`src/rtl/next_pc_unit.sv`:
```
// next_pc_unit: owns the architectural PC, resolves branches and jumps,
// runs the instruction-memory fetch handshake and produces the JAL link write.
// The control FSM walks IDLE -> FETCH -> DECODE -> FETCH ... and parks in
// HALT after a misaligned jump-register until the next reset.
module next_pc_unit #(
  parameter logic [31:0] RESET_PC = 32'h0000_0000
) (
  input  logic        clk,
  input  logic        rst_n,
  input  logic [1:0]  ctrl_sel,
  input  logic        branch_ne,
  input  logic        zero_flag,
  input  logic [15:0] imm16,
  input  logic [25:0] target26,
  input  logic [31:0] rs_value,
  input  logic        link_en,
  input  logic        instr_valid,
  output logic        imem_req,
  output logic [31:0] imem_addr,
  input  logic        imem_ack,
  output logic [31:0] pc,
  output logic        link_we,
  output logic [31:0] link_addr,
  output logic        jr_misalign,
  output logic [31:0] retired
);

  // next-PC select encodings
  localparam logic [1:0] SEL_SEQ    = 2'd0;
  localparam logic [1:0] SEL_JUMP   = 2'd1;
  localparam logic [1:0] SEL_BRANCH = 2'd2;
  localparam logic [1:0] SEL_JR     = 2'd3;

  typedef enum logic [1:0] {
    S_IDLE   = 2'd0,
    S_FETCH  = 2'd1,
    S_DECODE = 2'd2,
    S_HALT   = 2'd3
  } state_t;

  state_t      r_state;
  state_t      w_state_nxt;

  logic [31:0] r_pc;
  logic [31:0] r_retired;
  logic        r_jr_misalign;
  logic        r_link_we;
  logic [31:0] r_link_addr;

  logic [31:0] w_pc4;
  logic [31:0] w_br_offset;
  logic [31:0] w_br_target;
  logic [31:0] w_jump_target;
  logic        w_taken;
  logic [31:0] w_next_pc;
  logic        w_accept;
  logic        w_misalign;
  logic        w_commit;

  // Target formation: all additions are 32-bit and wrap modulo 2^32.
  assign w_pc4         = r_pc + 32'd4;
  assign w_br_offset   = {{14{imm16[15]}}, imm16, 2'b00};
  assign w_br_target   = w_pc4 + w_br_offset;
  assign w_jump_target = {w_pc4[31:28], target26, 2'b00};
  assign w_taken       = branch_ne ? ~zero_flag : zero_flag;

  // An instruction is accepted only while waiting in DECODE. A jr whose
  // target is not word-aligned is accepted but not committed: it halts.
  assign w_accept   = (r_state == S_DECODE) && instr_valid;
  assign w_misalign = (ctrl_sel == SEL_JR) && (rs_value[1:0] != 2'b00);
  assign w_commit   = w_accept && !w_misalign;

  // Select the next PC from the controller's 2-bit select.
  always_comb begin
    w_next_pc = w_pc4;
    case (ctrl_sel)
      SEL_SEQ:    w_next_pc = w_pc4;
      SEL_JUMP:   w_next_pc = w_jump_target;
      SEL_BRANCH: w_next_pc = w_taken ? w_br_target : w_pc4;
      SEL_JR:     w_next_pc = rs_value;
      default:    w_next_pc = w_pc4;
    endcase
  end

  // FSM state register; reset aborts any fetch or decode immediately.
  always_ff @(posedge clk or negedge rst_n) begin
    if (!rst_n) begin
      r_state <= S_IDLE;
    end else begin
      r_state <= w_state_nxt;
    end
  end

  // FSM next-state logic.
  always_comb begin
    w_state_nxt = r_state;
    case (r_state)
      S_IDLE:   w_state_nxt = S_FETCH;
      S_FETCH:  if (imem_ack) w_state_nxt = S_DECODE;
      S_DECODE: begin
        if (instr_valid) begin
          w_state_nxt = w_misalign ? S_HALT : S_FETCH;
        end
      end
      S_HALT:   w_state_nxt = S_HALT;
      default:  w_state_nxt = S_IDLE;
    endcase
  end

  // FSM outputs: the fetch request is a pure decode of the state so that
  // an asynchronous reset drops it in the same cycle.
  always_comb begin
    imem_req = 1'b0;
    case (r_state)
      S_FETCH: imem_req = 1'b1;
      default: imem_req = 1'b0;
    endcase
  end

  // Architectural PC, retired-instruction counter and sticky jr error.
  always_ff @(posedge clk or negedge rst_n) begin
    if (!rst_n) begin
      r_pc          <= RESET_PC;
      r_retired     <= 32'd0;
      r_jr_misalign <= 1'b0;
    end else begin
      if (w_commit) begin
        r_pc      <= w_next_pc;
        r_retired <= r_retired + 32'd1;
      end
      if (w_accept && w_misalign) begin
        r_jr_misalign <= 1'b1;
      end
    end
  end

  // JAL link write: one-cycle strobe, address held until the next link.
  always_ff @(posedge clk or negedge rst_n) begin
    if (!rst_n) begin
      r_link_we   <= 1'b0;
      r_link_addr <= 32'd0;
    end else begin
      r_link_we <= w_commit && link_en;
      if (w_commit && link_en) begin
        r_link_addr <= w_pc4;
      end
    end
  end

  assign imem_addr   = r_pc;
  assign pc          = r_pc;
  assign retired     = r_retired;
  assign jr_misalign = r_jr_misalign;
  assign link_we     = r_link_we;
  assign link_addr   = r_link_addr;

endmodule

```
`config.mk`:
```
export PLATFORM = sky130hd
export DESIGN_NAME = next_pc_unit
export DESIGN_NICKNAME = d
export VERILOG_FILES = /design/src/rtl/next_pc_unit.sv
export SDC_FILE = /design/constraint.sdc
export NUM_CORES = 1
export LEC_CHECK = 0
export ABC_CLOCK_PERIOD_IN_PS = 11400
export CAP_MARGIN = 10
export CELL_PAD_IN_SITES_DETAIL_PLACEMENT = 1
export CELL_PAD_IN_SITES_GLOBAL_PLACEMENT = 1
export CORE_ASPECT_RATIO = 1.75
export CORE_UTILIZATION = 30
export DETAILED_ROUTE_END_ITERATION = 6
export HOLD_SLACK_MARGIN = 0.15
export PLACE_DENSITY_LB_ADDON = 0.3
export SYNTH_ARGS = -nofsm -noshare
export SYNTH_HDL_FRONTEND = slang
export SYNTH_SLANG_ARGS = --single-unit
```
`constraint.sdc`:
```
create_clock -name clk -period 11.4 [get_ports clk]
set_input_delay 2.28 -clock clk [delete_from_list [all_inputs] [get_ports clk]]
set_output_delay 2.28 -clock clk [all_outputs]
set_load 0.02 [all_outputs]
```
==> flow_metrics.tcl, run 1 <==
set metrics [dict create \
    path_clk_slew_ns 0.08 \
    leakage_nw 4.11 \
    rr_worst_depth 16 \
    die_h_um 208 \
    finalSetupTns_ns 0 \
    vias 6978 \
    yosysSeqAreaShare_pct 34.4 \
    cts_max_path_buffers 2 \
    htree_levels 3 \
    area_growth_syn_to_layout_pct 33.9 \
    p_per_area_nw_per_um2 228 \
    synth.area.top_cells "dfrtp_1, xnor2_1, ha_1, nand2_1, a21oi_1" \
    netlist_area_um2 7270 \
    drv_slew 0 \
    ys_types 73 \
    power.total_mw 2.22 \
    ctsHoldBuffers 0 \
    timing.hold.ws_ns 0.465 \
    period_share_pct 48.8 \
    cp_slowest_cell "clkdlybuf4s50_1" \
    seqPwrFrac_pct 27.3 \
    antenna_found_initial 1 \
    r2r_slack_ns 6.40 \
    endpoint_kind "flip-flop" \
    boundaryPins 214 \
    path_max_fanout 19 \
    dr.pass1.iters 6 \
    ys_ff_latch 100 \
    grtUsageTotal_pct 22.3 \
    required_ns 11.65 \
    regArea_um2 2500 \
    cpPeakStageDelay_ns 0.86 \
    ys.flop_type "dfrtp_1" \
    cp-start-kind "input port" \
    grt_max_degree 74 \
    dieArea_um2 24900 \
    root_buffer "clkbuf_16" \
    max_slew_margin_pct 31.7 \
    r2r_end "imem_addr[31]$_DFFE_PN0P_" \
    dp.final_hpwl_mm 21.0 \
    postRouteAntennaNets 0 \
    critPathArrivalTime_ns 5.82 \
    clk_latency_ns 0.37 \
    setup_viol_count_final 0 \
    core_um2 23900 \
    finalWirelength_mm 27.0 \
    status "completed" \
    worst_slew_pin_slew_ns 1.02 \
    die_w_um 120 \
    place.gp.congestion 0.874 \
    syn_avg_cell_area_um2 8.68 \
    numCtsBuffers 9 \
    worstSetupPathType "input port to flip-flop" \
    p_sw_mw 1.02 \
    combinationalPowerShare_pct 58.6 \
    synth_warnings 0 \
    rsz0062_at_grt "no" \
    port_buffers 213 \
    hold_viol_final 0 \
    yosysTopAreaCell "dfrtp_1" \
    drive_gt1_share_pct 7.05 \
    internal_power_mw 1.20 \
    hold_class "flip-flop to flip-flop" \
    synth_fp_nets 955 \
    synth-edff-count 0 \
    reg2reg_from "imem_addr[2]$_DFFE_PN0P_" \
    drtIter0Drc 258 \
    min_period_ns 5.57 \
    route.detailed.drc 0 \
    grt_pass1_wl_mm 41.8 \
    start_util_pct 30.4 \
    cts_resized 0 \
    crit_start "imm16[15]" \
    grt_pass1_vias 7386 \
    crit_top_cell "a211oi_1" \
    multiInputGateArea_um2 4270 \
    synthCells 838 \
    synth.top_cell.area_share_pct 34.4 \
    vdd_ir_drop_max_uv 95.3 \
    finalNetCount 1119 \
    max_cap_viol_count 0 \
    cts_tree "yes" \
    post_cts_buffers 0 \
    via_per_inst 5.30 \
    endpoint "imem_addr[31]$_DFFE_PN0P_" \
    fillers 2774 \
    async_flop_share_pct 100 \
    num_rows 75 \
    skew_ns 0.0115 \
    fmax_mhz 180 \
    wl_per_cell_um 20.5 \
    clockPowerShare_pct 14.1 \
    switching_share_pct 46.0 \
    overflow 0 \
    clock_sinks 100 \
    crit_chain "clkdlybuf4s50_1, ha_1, a21oi_1, o21ai_1, a211oi_1, o211ai_1, or3_1, and2_1, a211oi_1, mux2i_1, a21boi_1" \
]
==> cell usage in the layout, fill, tap and decap left out, drive strengths merged, types with 10 or more instances in the layout <==
master,synthesis,routed
mux2,24,24
buf,46,12
nor3,20,20
o31ai,10,10
and3,14,14
ha,33,33
nand2,98,98
o21ai,45,45
a21o,11,11
nor2,72,72
clkbuf,23,10
a21oi,56,56
nand3,30,30
a31oi,13,13
xnor2,51,51
dfrtp,100,100
nand4,13,13
clkdlybuf4s50,0,210
inv,28,32
xor2,29,29
==> routing by layer <==
layer  GRT usage (%)  wire length (um)
met5               0                 0
met4            13.0              1340
met3            2.74               861
met2            41.0             14600
met1            23.9             10200
==> critical path, delay by kind of cell <==
kind | cells | cell delay, ns
adders and majority gates | 1 | 0.59
and+or+nand+nor | 2 | 0.56
muxes | 1 | 0.23
AOI/OAI and AO/OA | 6 | 1.28
buffers and inverters | 1 | 0.86
==> worst min-delay path by stage <==
stage / to / slack [ns] / depth (start not counted) / startpoint
after floorplan: r_state[0]$_DFFE_PN0P_ / 0.50 / 1 / r_state[1]$_DFFE_PN0P_
after global placement: retired[31]$_DFFE_PN0P_ / 0.46 / 1 / retired[31]$_DFFE_PN0P_
after detailed placement: retired[31]$_DFFE_PN0P_ / 0.46 / 1 / retired[31]$_DFFE_PN0P_
final: retired[31]$_DFFE_PN0P_ / 0.47 / 1 / retired[31]$_DFFE_PN0P_
after global routing: retired[31]$_DFFE_PN0P_ / 0.48 / 1 / retired[31]$_DFFE_PN0P_
after CTS: retired[31]$_DFFE_PN0P_ / 0.47 / 1 / retired[31]$_DFFE_PN0P_
==> synth_stat cells (10+ instances only) <==
cell and count:
buf_4 36, clkbuf_1 22, nor3_1 19, a21oi_1 56, a31oi_1 13, xnor2_1 50, a21o_1 11, o31ai_1 10
nand4_1 12, nor2_1 71, o21ai_0 41, mux2_2 24, and3_1 13, inv_1 26, nand2_1 98, ha_1 33
nand3_1 29, xor2_1 29, dfrtp_1 100
==> registers in the layout (all words and copies together), names as in the netlist <==
name,cells
link_addr,32
imem_addr,32
r_state,2
retired,32
jr_misalign,1
link_we,1
==> power groups by stage <==
stage	Sequential, mW	Clock, mW	Combinational [mW]
finish	0.606	0.312	1.30
global route	0.623	0.334	1.40
CTS	0.610	0.323	1.31
detailed placement	0.617	0	1.30
global placement	0.610	0	1.29
floorplan	0.682	0	0.737
==> cell families after synthesis <==
| kind of cell | Yosys count | share of synthesized area, % |
|---|---|---|
| adder cells (fa/ha/maj) | 34 | 5.95 |
| AO/OA/AOI/OAI | 206 | 18.6 |
| XOR/XNOR | 80 | 9.74 |
| multiplexers | 31 | 5.20 |
| AND/OR/NAND/NOR | 290 | 19.1 |
| flip-flops | 100 | 34.4 |
| buffers and inverters | 97 | 7.00 |
==> cell type report <==
cell class                 instances  share of cell area [%]
multi-input combinational        641                    43.9
inverter                          28                    1.08
timing repair buffer             222                    22.5
clock buffer                      10                    2.35
antenna                            1                  0.0257
tap                              308                    3.96
clock inverter                     6                   0.552
sequential                       100                    25.7
==> stage by stage <==
| step | cells | area [um^2] | setup WS, ns | utilization (%) |
|---|---|---|---|---|
| 6_report | 1316 | 9740 | 5.83 | 40.7 |
| 3_5_place_dp | 1299 | 9450 | 5.39 | 39.5 |
| 3_3_place_gp | 1299 | 9450 | 5.49 | 39.5 |
| 4_1_cts | 1315 | 9740 | 5.80 | 40.7 |
| 5_1_grt | 1316 | 9740 | 5.49 | 40.7 |
| 2_1_floorplan | 838 | 7270 | 6.92 | - |
(Power assumes the default switching activity.)
==> run 2: changes to the inputs <==
ABC_CLOCK_PERIOD_IN_PS = 5000   (was 11400)
clock period = 5 ns   (was 11.4 ns; I/O delays follow)
==> run 2 against run 1 <==
Against the previous run: register-to-register slack worse by 5.8 ns; worst hold slack improved by 0.0062 ns; critical path type is now flip-flop to flip-flop; cell count rose by 0.68%; combinational power increased by 130%; power grew 130%; core utilization rose by 0.37 points; largest power group unchanged; clock power increased by 130%; critical path depth rose by 4.
==> flow_metrics.tcl, run 2 (same netlist as run 1, synthesis figures left out) <==
set metrics [dict create \
    root_buffer "clkbuf_16" \
    port_buffers 213 \
    power.total_mw 5.08 \
    core_um2 23900 \
    hold_class "flip-flop to flip-flop" \
    area_growth_syn_to_layout_pct 35.1 \
    cts_max_path_buffers 2 \
    grt_pass1_vias 7481 \
    dp.final_hpwl_mm 21.3 \
    drtIter0Drc 257 \
    rsz0062_at_grt "no" \
    mostFrequentLayoutCells "clkdlybuf4s50_1, dfrtp_1, nand2_1" \
    postRouteAntennaNets 0 \
    worstSetupPathType "flip-flop to flip-flop" \
    min_period_ns 4.41 \
    path_max_fanout 11 \
    boundaryPins 214 \
    overflow 0 \
    num_rows 75 \
    dpl_cell_area_um2 9530 \
    grt_pass1_wl_mm 42.5 \
    endpoint_kind "flip-flop" \
    finalNetCount 1129 \
    r2r_end "imem_addr[31]$_DFFE_PN0P_" \
    place.gp.congestion 0.875 \
    finalSetupTns_ns 0 \
    post_cts_buffers 0 \
    hold_viol_final 0 \
    htree_levels 3 \
    endpoint "imem_addr[31]$_DFFE_PN0P_" \
    start_util_pct 30.4 \
    crit_start "imem_addr[2]$_DFFE_PN0P_" \
    dr.pass1.iters 7 \
    r2r_slack_ns 0.59 \
    path_clk_slew_ns 0.08 \
    via_per_inst 5.27 \
    numCtsBuffers 9 \
    final_common_cell "clkdlybuf4s50_1" \
    vias 6985 \
    die_h_um 208 \
    drive_gt1_share_pct 8.16 \
    grt_max_degree 51 \
    grtUsageTotal_pct 22.6 \
    period_share_pct 88.1 \
    die_w_um 120 \
    vdd_ir_drop_max_uv 229 \
    drv_slew 0 \
    cts_resized 0 \
    max_cap_viol_count 0 \
    skew_ns 0.0176 \
    p_per_area_nw_per_um2 517 \
    antenna_found_initial 0 \
    antenna_cells 0 \
    rr_worst_depth 15 \
    leakage_nw 4.16 \
    worst_slew_pin_slew_ns 0.658 \
    finalWirelength_mm 27.4 \
    setup_viol_count_final 0 \
    critPathArrivalTime_ns 4.66 \
    cp-start-kind "flip-flop" \
    clock_sinks 100 \
    dieArea_um2 24900 \
    clk_latency_ns 0.37 \
    fmax_mhz 227 \
    finalInstanceArea_um2 9830 \
    max_slew_margin_pct 56.0 \
    ctsHoldBuffers 0 \
    status "completed" \
    reg2reg_from "imem_addr[2]$_DFFE_PN0P_" \
    wl_per_cell_um 20.7 \
    route.detailed.drc 0 \
    cts_tree "yes" \
    required_ns 5.25 \
]
[run 2: final cells by class]
cell class | count | area (um^2)
fillers | 2849 | 14100
well taps | 308 | 385
clock inverters | 6 | 53.8
repair buffers | 232 | 2260
flip-flops and latches | 100 | 2500
clock buffers | 10 | 239
inverters | 28 | 105
multi-input cells | 641 | 4280
[run 2: through the flow]
step                utilization [%]  std cells  hold WS (ns)  setup slack (ns)
floorplan                         -        838         0.500              1.17
global placement               39.8       1309         0.457             0.579
detailed placement             39.8       1309         0.465             0.424
CTS                            41.0       1325         0.474             0.387
global route                   41.1       1325         0.510             0.217
finish                         41.1       1325         0.472             0.593
[run 2: critical path: stages, from the launching register on]
cell and delay, ns:
dfrtp_1 0.52, ha_1 0.33, nand4_1 0.22, nor3_2 0.34
nand2_1 0.12, xnor2_1 0.32, ha_1 0.38, a21oi_1 0.26
o21ai_1 0.20, a211oi_1 0.30, o211ai_1 0.15, or3_1 0.41
and2_1 0.16, a211oi_1 0.28, mux2i_1 0.23, a21boi_1 0.08
[run 2: metal layers]
layer | GRT usage (%) | share of wire, % | vias to the layer above
met2 | 42.1 | 54 | 204
met5 | 0 | 0 | -
met3 | 3.32 | 3.9 | 52
met1 | 24.6 | 38 | 3436
met4 | 10.8 | 4.4 | 0
li1 | - | - | 3293
[run 2: how the worst min path moves through the flow]
stage                                       start                       to  slack, ns  depth (start not counted)
after CTS                 retired[31]$_DFFE_PN0P_  retired[31]$_DFFE_PN0P_       0.47                          1
after global placement    retired[31]$_DFFE_PN0P_  retired[31]$_DFFE_PN0P_       0.46                          1
final                     retired[31]$_DFFE_PN0P_  retired[31]$_DFFE_PN0P_       0.47                          1
after global routing      retired[31]$_DFFE_PN0P_  retired[31]$_DFFE_PN0P_       0.51                          1
after floorplan            r_state[1]$_DFFE_PN0P_   r_state[0]$_DFFE_PN0P_       0.50                          1
after detailed placement  retired[31]$_DFFE_PN0P_  retired[31]$_DFFE_PN0P_       0.47                          1
[run 2: power by group]
group / internal, mW / switching [mW]
Sequential: 1.04 / 0.326
Clock: 0.361 / 0.355
Combinational: 1.35 / 1.65
==> run 3: changes to the inputs <==
CELL_PAD_IN_SITES_DETAIL_PLACEMENT = unset   (was 1)
CELL_PAD_IN_SITES_GLOBAL_PLACEMENT = unset   (was 1)
CORE_ASPECT_RATIO = unset   (was 1.75)
CORE_UTILIZATION = 44   (was 30)
==> run 3 against run 2 <==
Against the previous run: clock skew down 0.0068 ns; largest cell class unchanged; combinational power about the same; routed wire length down 15%; worst hold slack worse by 0.0041 ns; sequential power about the same; sequential share of layout area up 0.44 points; via count up 0.26%; count of clock-buffer cells in the layout down 1; power down 0.43%; first-iteration DRC count up 120%; sequential cell count unchanged.
==> flow_metrics.tcl, run 3 (same netlist as run 1, synthesis figures left out) <==
set metrics [dict create \
    status "completed" \
    max_slew_margin_pct 40.2 \
    cts_resized 0 \
    root_buffer "clkbuf_16" \
    cp-start-kind "flip-flop" \
    grt_max_degree 66 \
    leakage_nw 4.11 \
    dpl_cell_area_um2 9370 \
    grt_pass1_wl_mm 35.8 \
    endpoint_kind "flip-flop" \
    start_util_pct 45.4 \
    drive_gt1_share_pct 7.41 \
    die_h_um 131 \
    cts_tree "yes" \
    core_um2 16000 \
    finalInstanceArea_um2 9660 \
    dp_slack_ns 0.462 \
    skew_ns 0.0107 \
    worst_slew_pin_slew_ns 0.897 \
    power.total_mw 5.06 \
    grt_pass1_vias 6449 \
    area_growth_syn_to_layout_pct 32.8 \
    dieArea_um2 17000 \
    mostFrequentLayoutCells "clkdlybuf4s50_1, dfrtp_1, nand2_1" \
    final_util_pct 60.4 \
    rsz0062_at_grt "no" \
    path_clk_slew_ns 0.08 \
    route.detailed.drc 0 \
    fin_ws_ns 0.303 \
    period_share_pct 93.9 \
    finalWirelength_mm 23.3 \
    post_cts_buffers 0 \
    path_max_fanout 11 \
    ctsHoldBuffers 0 \
    final_common_cell "clkdlybuf4s50_1" \
    numCtsBuffers 9 \
    fin_cells 1230 \
    min_period_ns 4.70 \
    worstSetupPathType "flip-flop to flip-flop" \
    num_rows 46 \
    finalSetupTns_ns 0 \
    cts_max_path_buffers 2 \
    clock_sinks 100 \
    boundaryPins 214 \
    antenna_found_initial 2 \
    overflow 0 \
    clk_latency_ns 0.36 \
    dp.final_hpwl_mm 17.8 \
    hold_class "flip-flop to flip-flop" \
    max_cap_viol_count 0 \
    dr.pass1.iters 5 \
    vdd_ir_drop_max_uv 237 \
    postRouteAntennaNets 0 \
    critPathArrivalTime_ns 4.94 \
    grtUsageTotal_pct 27.9 \
    vias 7003 \
    setup_viol_count_final 0 \
    place.gp.congestion 0.942 \
    timing.hold.ws_ns 0.467 \
    finalNetCount 1124 \
    via_per_inst 5.69 \
    required_ns 5.24 \
    fmax_mhz 213 \
    htree_levels 3 \
    wl_per_cell_um 18.9 \
    die_w_um 131 \
    hold_viol_final 0 \
    placed_cells 1212 \
    drv_slew 0 \
    port_buffers 213 \
    drtIter0Drc 578 \
    p_per_area_nw_per_um2 524 \
]
==> run 3: changes by cell type in the layout (fill, tap and decap cells not counted), sizes merged <==
cell	previous run	this run
buf	22	16
clkdlybuf4s50	210	211
clkbuf	10	9
clkinvlp	1	3
clkinv	2	1
diode	0	2
==> run 3: power breakdown <==
part	switching, mW	internal (mW)	leakage, nW	total (mW)
registers	0.320	1.04	1.28	1.36
logic	1.66	1.36	2.70	3.02
clock network	0.338	0.346	0.132	0.684
total	2.32	2.74	4.11	5.06
==> run 3: final timing paths <==
| path | from | end | slack (ns) | cells past startpoint |
|---|---|---|---|---|
| max in group asynchronous | rst_n | retired[20]$_DFFE_PN0P_ | 3.22 | 2 |
| worst min-delay path | retired[31]$_DFFE_PN0P_ | retired[31]$_DFFE_PN0P_ | 0.47 | 1 |
| min in group asynchronous | rst_n | link_addr[1]$_DFFE_PN0P_ | 0.75 | 1 |
| worst max register to register | imem_addr[4]$_DFFE_PN0P_ | imem_addr[31]$_DFFE_PN0P_ | 0.30 | 15 |
| worst max-delay path | imem_addr[4]$_DFFE_PN0P_ | imem_addr[31]$_DFFE_PN0P_ | 0.30 | 15 |
| worst min register to register | retired[31]$_DFFE_PN0P_ | retired[31]$_DFFE_PN0P_ | 0.47 | 1 |
==> run 3: final cells by class <==
type	count	area, um^2
fill	1475	6340
multi-input combinational	641	4260
sequential	100	2500
timing repair buffer	227	2230
tap	216	270
clock buffer	9	225
inverter	28	105
clock inverter	7	58.8
antenna	2	5.00
==> run 3: critical path, cell delays in order, from the launching register on <==
cell	delay, ns
dfrtp_1	0.50
nand3_1	0.13
or2_1	0.31
nor3_1	0.56
nand2_1	0.15
xnor2_1	0.52
ha_1	0.42
nand3_1	0.17
nor3_1	0.33
nand3_1	0.11
a21oi_1	0.30
or3_1	0.18
a21oi_1	0.08
a211oi_1	0.48
mux2i_1	0.24
a21boi_1	0.08
==> run 3: metal layers <==
metal / global-route usage [%] / wire length, um
met5: 0 / 0
met4: 10.4 / 497
met3: 4.11 / 1720
met2: 42.5 / 10500
met1: 40.0 / 10600
